**src/rtl/fir_tdm_sched.sv**
```systemverilog
// fir_tdm_sched: one 3-tap FIR multiply-accumulate datapath shared by NCH
// sample channels. Each channel keeps its own delay line, the coefficient
// set is shared, requests are granted round-robin and each result is
// returned with its channel tag over a valid/ready output.
// Optional build macro FIR_TDM_SAT_EN: saturate the 18-bit accumulator to
// 16-bit signed on output; without it the low 16 bits are returned (wrap).
module fir_tdm_sched #(
  parameter int NCH = 4,
  parameter int CHW = 2
) (
  input  logic                 clk,
  input  logic                 rst_n,
  input  logic [NCH-1:0]       in_valid,
  input  logic [8*NCH-1:0]     in_data,
  output logic [NCH-1:0]       in_ready,
  output logic                 out_valid,
  input  logic                 out_ready,
  output logic [CHW-1:0]       out_ch,
  output logic [15:0]          out_data,
  input  logic                 coef_wr_en,
  input  logic [1:0]           coef_wr_addr,
  input  logic [7:0]           coef_wr_data,
  output logic                 busy
);

  typedef enum logic [2:0] {
    IDLE = 3'd0,
    MAC0 = 3'd1,
    MAC1 = 3'd2,
    MAC2 = 3'd3,
    OUTS = 3'd4
  } state_t;

  state_t                state_r;
  logic signed [7:0]     x0_r [NCH];
  logic signed [7:0]     x1_r [NCH];
  logic signed [7:0]     x2_r [NCH];
  logic signed [7:0]     c0_r;
  logic signed [7:0]     c1_r;
  logic signed [7:0]     c2_r;
  logic [CHW-1:0]        last_r;
  logic [CHW-1:0]        ch_r;
  logic signed [17:0]    acc_r;

  logic [CHW-1:0]        grant_s;
  logic                  found_s;
  logic                  hs_s;
  logic signed [7:0]     mul_x_s;
  logic signed [7:0]     mul_c_s;
  logic signed [15:0]    prod_s;
  logic signed [17:0]    sum_s;

  // Channel index reached by stepping 'off' places past 'base' with wrap.
  function automatic logic [CHW-1:0] wrap_idx(input logic [CHW-1:0] base, input int off);
    int t;
    t = (int'(base) + off) % NCH;
    return t[CHW-1:0];
  endfunction

`ifdef FIR_TDM_SAT_EN
  // Clamp the accumulator into the 16-bit signed range.
  function automatic logic [15:0] sat16(input logic signed [17:0] v);
    if (v > 18'sd32767) begin
      return 16'h7FFF;
    end else if (v < -18'sd32768) begin
      return 16'h8000;
    end else begin
      return v[15:0];
    end
  endfunction
`endif

  // Round-robin search for the first requesting channel after the last grant.
  always_comb begin
    grant_s = {CHW{1'b0}};
    found_s = 1'b0;
    for (int i = 1; i <= NCH; i++) begin
      if (!found_s && in_valid[wrap_idx(last_r, i)]) begin
        found_s = 1'b1;
        grant_s = wrap_idx(last_r, i);
      end else begin
        found_s = found_s;
      end
    end
  end

  // Accept strobe for the granted channel; only offered while idle.
  always_comb begin
    in_ready = {NCH{1'b0}};
    if (state_r == IDLE && found_s) begin
      in_ready[grant_s] = 1'b1;
    end else begin
      in_ready = {NCH{1'b0}};
    end
  end

  assign hs_s = (state_r == IDLE) && found_s;

  // Pick the tap/coefficient pair for the current MAC step and accumulate.
  always_comb begin
    case (state_r)
      MAC0: begin
        mul_x_s = x0_r[ch_r];
        mul_c_s = c0_r;
      end
      MAC1: begin
        mul_x_s = x1_r[ch_r];
        mul_c_s = c1_r;
      end
      MAC2: begin
        mul_x_s = x2_r[ch_r];
        mul_c_s = c2_r;
      end
      default: begin
        mul_x_s = 8'sd0;
        mul_c_s = 8'sd0;
      end
    endcase
    prod_s = mul_x_s * mul_c_s;
    sum_s  = acc_r + {{2{prod_s[15]}}, prod_s};
  end

  // Sequencer: grant, shift history, three MAC steps, then hold the result.
  always_ff @(posedge clk or negedge rst_n) begin
    if (!rst_n) begin
      state_r   <= IDLE;
      for (int k = 0; k < NCH; k++) begin
        x0_r[k] <= 8'sd0;
        x1_r[k] <= 8'sd0;
        x2_r[k] <= 8'sd0;
      end
      c0_r      <= 8'sh40;
      c1_r      <= 8'sh40;
      c2_r      <= 8'sh40;
      last_r    <= wrap_idx({CHW{1'b0}}, NCH - 1);
      ch_r      <= {CHW{1'b0}};
      acc_r     <= 18'sd0;
      out_valid <= 1'b0;
      out_ch    <= {CHW{1'b0}};
      out_data  <= 16'h0000;
      busy      <= 1'b0;
    end else begin
      case (state_r)
        IDLE: begin
          if (coef_wr_en) begin
            case (coef_wr_addr)
              2'd0:    c0_r <= coef_wr_data;
              2'd1:    c1_r <= coef_wr_data;
              2'd2:    c2_r <= coef_wr_data;
              default: c0_r <= c0_r;
            endcase
          end
          if (hs_s) begin
            x2_r[grant_s] <= x1_r[grant_s];
            x1_r[grant_s] <= x0_r[grant_s];
            x0_r[grant_s] <= in_data[{grant_s, 3'b000} +: 8];
            ch_r          <= grant_s;
            last_r        <= grant_s;
            acc_r         <= 18'sd0;
            busy          <= 1'b1;
            state_r       <= MAC0;
          end
        end
        MAC0: begin
          acc_r   <= sum_s;
          state_r <= MAC1;
        end
        MAC1: begin
          acc_r   <= sum_s;
          state_r <= MAC2;
        end
        MAC2: begin
          acc_r     <= sum_s;
`ifdef FIR_TDM_SAT_EN
          out_data  <= sat16(sum_s);
`else
          out_data  <= sum_s[15:0];
`endif
          out_ch    <= ch_r;
          out_valid <= 1'b1;
          state_r   <= OUTS;
        end
        OUTS: begin
          if (out_ready) begin
            out_valid <= 1'b0;
            busy      <= 1'b0;
            state_r   <= IDLE;
          end
        end
        default: begin
          out_valid <= 1'b0;
          busy      <= 1'b0;
          state_r   <= IDLE;
        end
      endcase
    end
  end

endmodule

```
**config.mk**
```make
export PLATFORM = sky130hd
export DESIGN_NAME = fir_tdm_sched
export DESIGN_NICKNAME = d
export VERILOG_FILES = /design/src/rtl/fir_tdm_sched.sv
export SDC_FILE = /design/constraint.sdc
export NUM_CORES = 1
export LEC_CHECK = 0
export BUFFER_PORTS_ARGS = -buffer_cell sky130_fd_sc_hd__buf_2
export CAP_MARGIN = 10
export CELL_PAD_IN_SITES_DETAIL_PLACEMENT = 1
export CELL_PAD_IN_SITES_GLOBAL_PLACEMENT = 1
export CORE_UTILIZATION = 42
export DETAILED_ROUTE_END_ITERATION = 7
export GPL_TIMING_DRIVEN = 0
export PLACE_DENSITY_LB_ADDON = 0.15
export SLEW_MARGIN = 20
export SYNTH_ARGS = -nofsm -noshare
export SYNTH_HDL_FRONTEND = slang
export SYNTH_SLANG_ARGS = --single-unit
```
**constraint.sdc**
```tcl
create_clock -name clk -period 16.35 [get_ports clk]
set_input_delay 0.8175 -clock clk [delete_from_list [all_inputs] [get_ports clk]]
set_output_delay 0.8175 -clock clk [all_outputs]
set_load 0.005 [all_outputs]
```
After elaboration in Yosys (flattened, before gate mapping)
Index checks and enable logic that the tools add are counted.
- register bits after elaboration: 165
- bits of input ports: 50
- output and inout bits: 24
- word-level logic and storage cells: 123
- $add $sub $neg: 5
- multipliers: 1
- magnitude comparators: 9
- equality and inequality tests: 8
- shift operators: 1
- multiplexer cells: 50
- bitwise gates (word level): 4
- reduce and logical (&&, ||, !) cells: 22
- operators with widths (operator ; count):
    $bwmux 32 ; 3
    $mux 8 ; 11
    $bmux 8 s2 ; 5
    $pmux 8 s3 ; 2
    $pmux 18 s2 ; 1
    $shiftx 32x6->8 ; 1
    $add 18x18->18 ; 1
    $mux 18 ; 1
    $demux 8 s2 ; 1
    $mul 8x8->16 ; 1
    $lt 2x3->1 const B ; 5
    $pmux 3 s5 ; 1
    $reduce_and 3->1 ; 4
    $mux 1 ; 11
    $bmux 1 s2 ; 4
    $mux 2 ; 4
    $reduce_and 2->1 ; 4
    $eq 3x2->1 const B ; 2
    $ge 3x3->1 const B ; 2
    $logic_and 1x1->1 ; 6
    $mux 3 ; 2
    $not 2->3 ; 2
    $pmux 1 s3 ; 2
    $reduce_or 3->1 ; 2
    16 further kinds ; 22

Logic depth before layout (Yosys ltp)
Gate-level depths: netlist (run 1).
- depth in word-level cells: 19
- gate-level depth with buffers: 31
- mapped depth without buffers: 28

Worst setup path after synthesis (run 1)
No wires, ideal clock.
- kind: reg-to-reg
- from: register ch_r[0]
- to: register out_data[15]
- setup time: 0.125 ns
- arrival time: 6.732 ns
- path slack: 9.494 ns
- stages on the path, launching flop included: 30
- buffers on the path: 3
- period minus slack after synthesis: 6.856 ns
- cell sequence: dfrtp_1 > buf_4 > buf_6 > mux4_2 > mux2_2 > a22oi_1 > or2_2 > buf_2 > nand2_1 > fa_1 > fa_1 > inv_1 > fa_1 > inv_1 > fa_1 > inv_1 > ha_1 > a21oi_1 > o21bai_1 > a21oi_1 > o21ai_0 > or4_1 > nand3_1 > ha_1 > inv_1 > o21bai_1 > a41o_1 > xnor2_1 > xnor2_1 > mux2_2
- longest elaborated chain between the ends: 7
- elaborated cells between the ends (all ways): 13
- classes of those cells: add/sub (1); mul (1); mux (10); bitwise (1)
- ends and longest elaborated chain (element ; line ; source):
    start, declared ; 42 ; logic [CHW-1:0] ch_r;
    start signal, assigned ; 136 ; ch_r <= {CHW{1'b0}};
    start signal, assigned ; 157 ; ch_r <= grant_s;
    $not 2->3 (implied by the code) (*) ; 103, 107, 111 ;
    $bmux 8 s2, on equally long branches ; 111, 103, 107 ;
    $mux 8, on equally long branches (2 in a row) ; 111, 103, 107 ;
    $pmux 8 s3 (*) ; 101 ; case (state_r)
    $mul 8x8->16 (*) ; 119 ; prod_s = mul_x_s * mul_c_s;
    $add 18x18->18 (*) ; 120 ; sum_s = acc_r + {{2{prod_s[15]}}, prod_s};
    end signal, assigned ; 177 ; out_data <= sum_s[15:0];
    end, declared ; 19 ; output logic [15:0] out_data,
Every way passes the cells marked *; elsewhere a longest branch is shown, timed or not. The select of a mux whose other input is x is not followed.
A chain may end at the register's enable or synchronous reset.

Worst setup path after layout (run 1)
- from: register ch_r[1]
- to: register out_data[15]
Same word-level chain as after synthesis.

==> flow_summary.ini, run 1 <==
[outcome]
status = finished clean

[placement]
dp.final_hpwl_mm = 19.7
io_buffers = 73
post-place-ws_ns = 8.58
routabilityCongestion = 0.801

[floorplan]
core_sq_mm = 0.0252
io_pins = 74
rows = 58
dieArea_sq_mm = 0.0264
dieHeight_microns = 162
initial_core_util_pct = 42.9
die_w_microns = 162

[sta]
finClkSkew_ns = 0.0126
finalMaxSlewViolations = 0
relSlewSlack_pct = 39.5
rsz0062_at_grt = false
period_share_pct = 47.6
setup_viol = 0
tns_ns = 0
fmax_ghz = 0.129
hold_viol = 0
period_minus_slack_ns = 7.77
layout_setup_ws_ns = 8.58
worst_slew_pin_slew_ns = 0.898

[logic_synthesis]
avgSynthCellArea_sq_um = 11.4
muxShareOfSynthArea_pct = 23.0
synth-simple-area-share_pct = 8.68
yosys.area_share.adder_pct = 15.5
synthXorXnorAreaFrac_pct = 2.27
synth-compound-area-share_pct = 6.79
ys.flop_type = dfrtp_1
ys_seq_elements = 163
yosysWarningCount = 0
seq_area_frac_synth_pct = 37.8
ys_async_sr_fraction_pct = 100
syn_nets = 1098
syn_area_sq_mm = 0.0108
synth_top_family_by_area = multiplexers
synth_edf_count = 0
synthDistinctLibCells = 62
syn_inst = 948

[setup_path]
r2r_cells = 29
critPathArrivalTime_ns = 8.11
crit_type = flop to flop
worstPathMaxFanout = 10
cp.required_ns = 16.68
cp_num_cells = 29
path_buf_inv = 8
worstSetupEndpointType = flop
crit_slowest_cell = fa_1
start_kind = flop
crit_family = adder cells
max_stage_delay_ns = 0.54

[routing]
drtIter0Drc = 292
ant_nets = 0
vias = 7384
wl_per_cell_microns = 19.2
routed_wl_mm = 26.6
drc_errors = 0
first_pass_iters = 4
vias_per_cell = 5.34

[clock_network]
cts_sinks = 163
cts_resized = 0
numCtsBuffers = 17
postCtsSetupBuffers = 0
hold_buffers = 0
cts_tree = done
cts_root_buf = clkbuf_16
clkLatencyLatePin_ns = 0.44
htreeDepth = 4
clk_pin_slew_ns = 0.08
clock_path_buffers = 2

[hold_path]
min_path_type = input pin to async pin

[layout]
n_fill_cell = 2733
regArea_sq_mm = 0.00409
multiInputGateArea_sq_mm = 0.00608
diodes = 0
fin_nets = 1191
area_delta_synth_final_pct = 13.0
drive_gt1_share_pct = 31.1
final_util_pct = 48.5

[global_route]
grt_pass1_vias = 8202
grt_pass1_wl_mm = 44.2
grt_max_degree = 89
overflow = 0
grt_usage_pct = 21.9
antenna_found_initial = 0

[flow_run]
max_cap_violations = 0
## state kept, by name (all words and copies together) (netlist names)
| signal | cells |
|---|---|
| busy | 1 |
| c2_r | 8 |
| c0_r | 8 |
| acc_r | 16 |
| c1_r | 8 |
| ch_r | 2 |
| out_data | 16 |
| x0_r | 32 |
| out_ch | 2 |
| x1_r | 32 |
| state_r | 3 |
| out_valid | 1 |
| last_r | 2 |
| x2_r | 32 |
## worst register-to-register path, delay by kind of cell, from the launching register on
| family | cells | cell delay (ns) |
|---|---|---|
| fa+ha+maj | 6 | 2.76 |
| buf+inv | 8 | 1.41 |
| compound gates | 7 | 1.38 |
| simple gates | 4 | 0.81 |
| mux | 2 | 0.67 |
| flops | 1 | 0.32 |
| xor+xnor | 2 | 0.32 |
## stage by stage
stage                     area (sq um)  hold slack [ns]  std cells
after CTS                        12200            0.369       1384
after global placement           11600            0.461       1351
final                            12200            0.351       1384
after global routing             12200            0.399       1384
after floorplan                  10800            0.441        948
after detailed placement         11600            0.466       1352
## synthesized netlist by cell type (all sizes together), types with 2 or more instances
cell type	number	area share [%]
a211oi	2	0.19
a21o	11	0.80
a21oi	19	0.88
a22o	9	0.74
a22oi	12	0.83
a31o	2	0.16
a31oi	3	0.17
and2	8	0.47
and3	3	0.17
buf	31	1.9
clkbuf	17	0.59
dfrtp	158	37
dfstp	5	1.2
fa	57	11
ha	43	5.0
inv	98	3.4
mux2	137	14
mux2i	40	3.7
mux4	24	5.0
nand2	70	2.4
nand3	5	0.23
nand3b	4	0.28
nand4	3	0.17
nor2	63	2.2
nor2b	4	0.23
nor3	8	0.42
nor4	4	0.29
o211ai	2	0.14
o21a	5	0.35
o21ai	27	1.3
o21bai	3	0.21
or2	21	1.2
or3	3	0.17
or4	4	0.28
xnor2	18	1.5
xor2	10	0.81
## metal layers
layer / track usage, % / wire [microns] / up-vias
li1: - / - / 3431
met1: 27.3 / 11900 / 3863
met2: 39.6 / 13900 / 72
met3: 3.08 / 481 / 18
met4: 5.23 / 299 / 0
met5: 0 / 0 / -
## kinds of logic after synthesis
group | after synthesis
and+or+nand+nor | 202
muxes | 201
DFF | 163
buffers and inverters | 147
AOI/OAI and AO/OA | 107
adders and majority gates | 100
xor gates and xnor gates | 28
## final cells by class
cell class	instances	share of cell area (%)
inverters	99	3.04
clock inverters	14	1.33
flip-flops and latches	163	33.4
repair buffers	74	3.30
multi-input cells	638	49.8
well taps	330	3.38
clock buffers	18	3.51
plain buffers	48	2.20
## worst paths after layout
path	from	end	slack (ns)
worst min-delay path	rst_n	out_data[13]	0.35
worst min register to register	out_data[1]	out_data[1]	0.48
min in group clk	out_data[1]	out_data[1]	0.48
max in group asynchronous	rst_n	c2_r[6]	15.07
worst max-delay path	ch_r[1]	out_data[15]	8.58
worst max register to register	ch_r[1]	out_data[15]	8.58
## placed cells by master (no fill, tap or decap), types with 6 or more instances in the layout
cell       Yosys  layout
clkbuf_16      0      17
buf_2         11      83
ha_1          43      43
xnor2_1       18      18
nor3_1         7       7
a22o_1         8       8
a21oi_1       19      19
mux2i_1       40      40
dfrtp_1      158     158
fa_1          57      57
o21ai_0       26      26
mux4_2        24      24
inv_8          0       6
mux2_2       137     137
a22oi_1       12      12
xor2_1        10      10
nand2_1       70      70
buf_4         10      10
and2_1         7       7
nor2_1        63      63
or2_2         20      20
a21o_1         8       8
clkbuf_1      17      18
inv_1         98      98
Power of run 1 is left out: the tool's default activity adds up to more than one toggle a clock period on the data nets, which glitch-free logic cannot reach.
==> inputs of run 2 (changes only) <==
--- a/config.mk
+++ b/config.mk
@@ -5,6 +5,7 @@
 export SDC_FILE = /design/constraint.sdc
 export NUM_CORES = 1
 export LEC_CHECK = 0
+export ABC_AREA = 1
 export BUFFER_PORTS_ARGS = -buffer_cell sky130_fd_sc_hd__buf_2
 export CAP_MARGIN = 10
 export CELL_PAD_IN_SITES_DETAIL_PLACEMENT = 1
==> constraint.sdc (replaced) <==
create_clock -name clk -period 7.22 [get_ports clk]
set_input_delay 0.361 -clock clk [delete_from_list [all_inputs] [get_ports clk]]
set_output_delay 0.361 -clock clk [all_outputs]
set_load 0.005 [all_outputs]
==> run 2 against run 1 <==
Against the previous run: fmax increased by 15%; critical path type unchanged; routed wire length increased by 48%; sequential share of layout area decreased by 3.3 points; setup slack got worse by 8.1 ns.
==> flow_summary.ini, run 2 <==
[outcome]
status = finished clean

[placement]
routabilityCongestion = 0.893
io_buffers = 73
dp.final_hpwl_mm = 29.8

[logic_synthesis]
ys_async_sr_fraction_pct = 100
synthXorXnorAreaFrac_pct = 1.03
synth_edf_count = 0
synth.top_cells.by_count = nand2_1 (566), inv_1 (196), nand3_1 (160)
syn_area_sq_mm = 0.0119
yosysWarningCount = 0
synth-compound-area-share_pct = 7.67
synth.most_common_cell = nand2_1
muxShareOfSynthArea_pct = 0
synth-simple-area-share_pct = 32.8
synthDistinctLibCells = 43
syn_inst = 1638
seq_area_frac_synth_pct = 34.5
yosysTopAreaCell = dfrtp_1
ys.flop_type = dfrtp_1
synth_area_leaders = dfrtp_1 (33%), nand2_1 (18%), fa_1 (9.6%)
yosys.area_share.adder_pct = 14.2
avgSynthCellArea_sq_um = 7.24
yosysTopAreaCellShare_pct = 33.4
ys_seq_elements = 163
synth_top_family_by_area = simple AND/OR/NAND/NOR gates
syn_nets = 1788

[floorplan]
dieHeight_microns = 170
initial_core_util_pct = 42.7
io_pins = 74
core_sq_mm = 0.0278
die_w_microns = 170
dieArea_sq_mm = 0.0289
rows = 61

[setup_path]
critPathCapture = acc_r[15]
cp_num_cells = 28
r2r_cells = 28
startpoint = ch_r[1]
cp.required_ns = 7.56
start_kind = flop
worstPathMaxFanout = 10
crit_slowest_cell = dfrtp_2
path_buf_inv = 5
rr_startpoint = ch_r[1]
r2r_end = acc_r[15]
worstSetupEndpointType = flop
critPathArrivalTime_ns = 7.13
crit_type = flop to flop
max_stage_delay_ns = 0.55
regToRegSetupSlack_ns = 0.43
crit_family = adder cells

[clock_network]
cts_sinks = 163
htreeDepth = 4
clk_pin_slew_ns = 0.08
clock_path_buffers = 2
cts_tree = done
clkLatencyLatePin_ns = 0.45
numCtsBuffers = 17
cts_root_buf = clkbuf_16

[global_route]
grtUsageMet1_pct = 39.9
grt_pass1_wl_mm = 64.0
grt_pass1_vias = 12000
antenna_found_initial = 0
grt_max_degree = 92
busiest_layer = met2
grt_use_met2_pct = 45.4
overflow = 0
grt_usage_pct = 28.7
use_met3_pct = 4.95

[routing]
drtIter0Drc = 801
routed_wl_mm = 39.5
vias = 11500
drc_errors = 0
first_pass_iters = 6
vias_per_cell = 5.41
ant_nets = 0
wl_per_cell_microns = 18.6

[layout]
reg.largest.list = x0_r (32), x1_r (32), x2_r (32)
drive_gt1_share_pct = 12.7
layout_common_cells = nand2_1 (566), inv_1 (195), dfrtp_1 (157)
final_util_pct = 48.8
area_delta_synth_final_pct = 14.3
fin_nets = 1883
final_common_cell = nand2_1
diodes = 0

[sta]
relSlewSlack_pct = 51.7
period_share_pct = 94.0
worst_slew_pin_slew_ns = 0.722
finalMaxSlewViolations = 0
hold_viol = 0
fmax_ghz = 0.147
setup_viol = 0
whs_ns = 0.182
period_minus_slack_ns = 6.79
finClkSkew_ns = 0.0144

[flow_run]
max_cap_violations = 0

[hold_path]
min_from = coef_wr_data[6]
min_path_type = input pin to flop
==> run 2: worst min path at each step <==
stage                     slack [ns]          end  cells past startpoint
after CTS                       0.17      c0_r[6]                      3
after global placement          0.45  out_data[2]                      2
after floorplan                 0.07     acc_r[0]                      0
final                           0.18      c0_r[6]                      3
after global routing            0.20      c0_r[6]                      3
after detailed placement        0.37      x0_r[8]                      1
==> run 2: cells by family after synthesis <==
group                    after synthesis
buffers and inverters                281
AO/OA/AOI/OAI                        168
flip-flops                           163
adder cells (fa/ha/maj)              100
AND/OR/NAND/NOR                      912
XOR/XNOR                              14
==> run 2: through the flow <==
stage | worst slack, ns | instances | TNS (ns) | area [sq um]
4_1_cts | 0.00496 | 2121 | 0 | 13400
3_5_place_dp | -0.684 | 2091 | -6.30 | 12700
3_3_place_gp | -0.448 | 2089 | -3.62 | 12700
2_1_floorplan | 1.00 | 1638 | 0 | 11900
6_report | 0.432 | 2124 | 0 | 13500
5_1_grt | -0.0224 | 2124 | -0.0367 | 13500
==> run 2: metal layers <==
metal,vias up,share of wire [%]
li1,5407,-
met5,-,0
met2,310,45
met4,0,2.2
met1,5712,47
met3,55,5.5
==> run 2: repair_timing <==
action | in CTS | in global routing
endpoints found under the setup margin | 14 | 12
endpoints found under the hold margin | 70 | 0
pin swaps | 0 | 3
hold buffers | 1 | 0
buffers inserted | 0 | 5
gates resized for setup | 17 | 60
==> run 2: layout make-up <==
class / instances / area, sq um
timing repair buffer: 81 / 468
sequential: 163 / 4090
fill: 3624 / 14200
clock buffer: 18 / 439
inverter: 204 / 771
tap: 378 / 473
multi-input combinational: 1194 / 6710
buffer: 72 / 415
clock inverter: 14 / 183
==> run 2: worst min-delay path, cell delays in order <==
cell	delay, ns
buf_2	0.09
inv_1	0.07
o21ai_0	0.09
Power of run 2 is left out for the same reason.
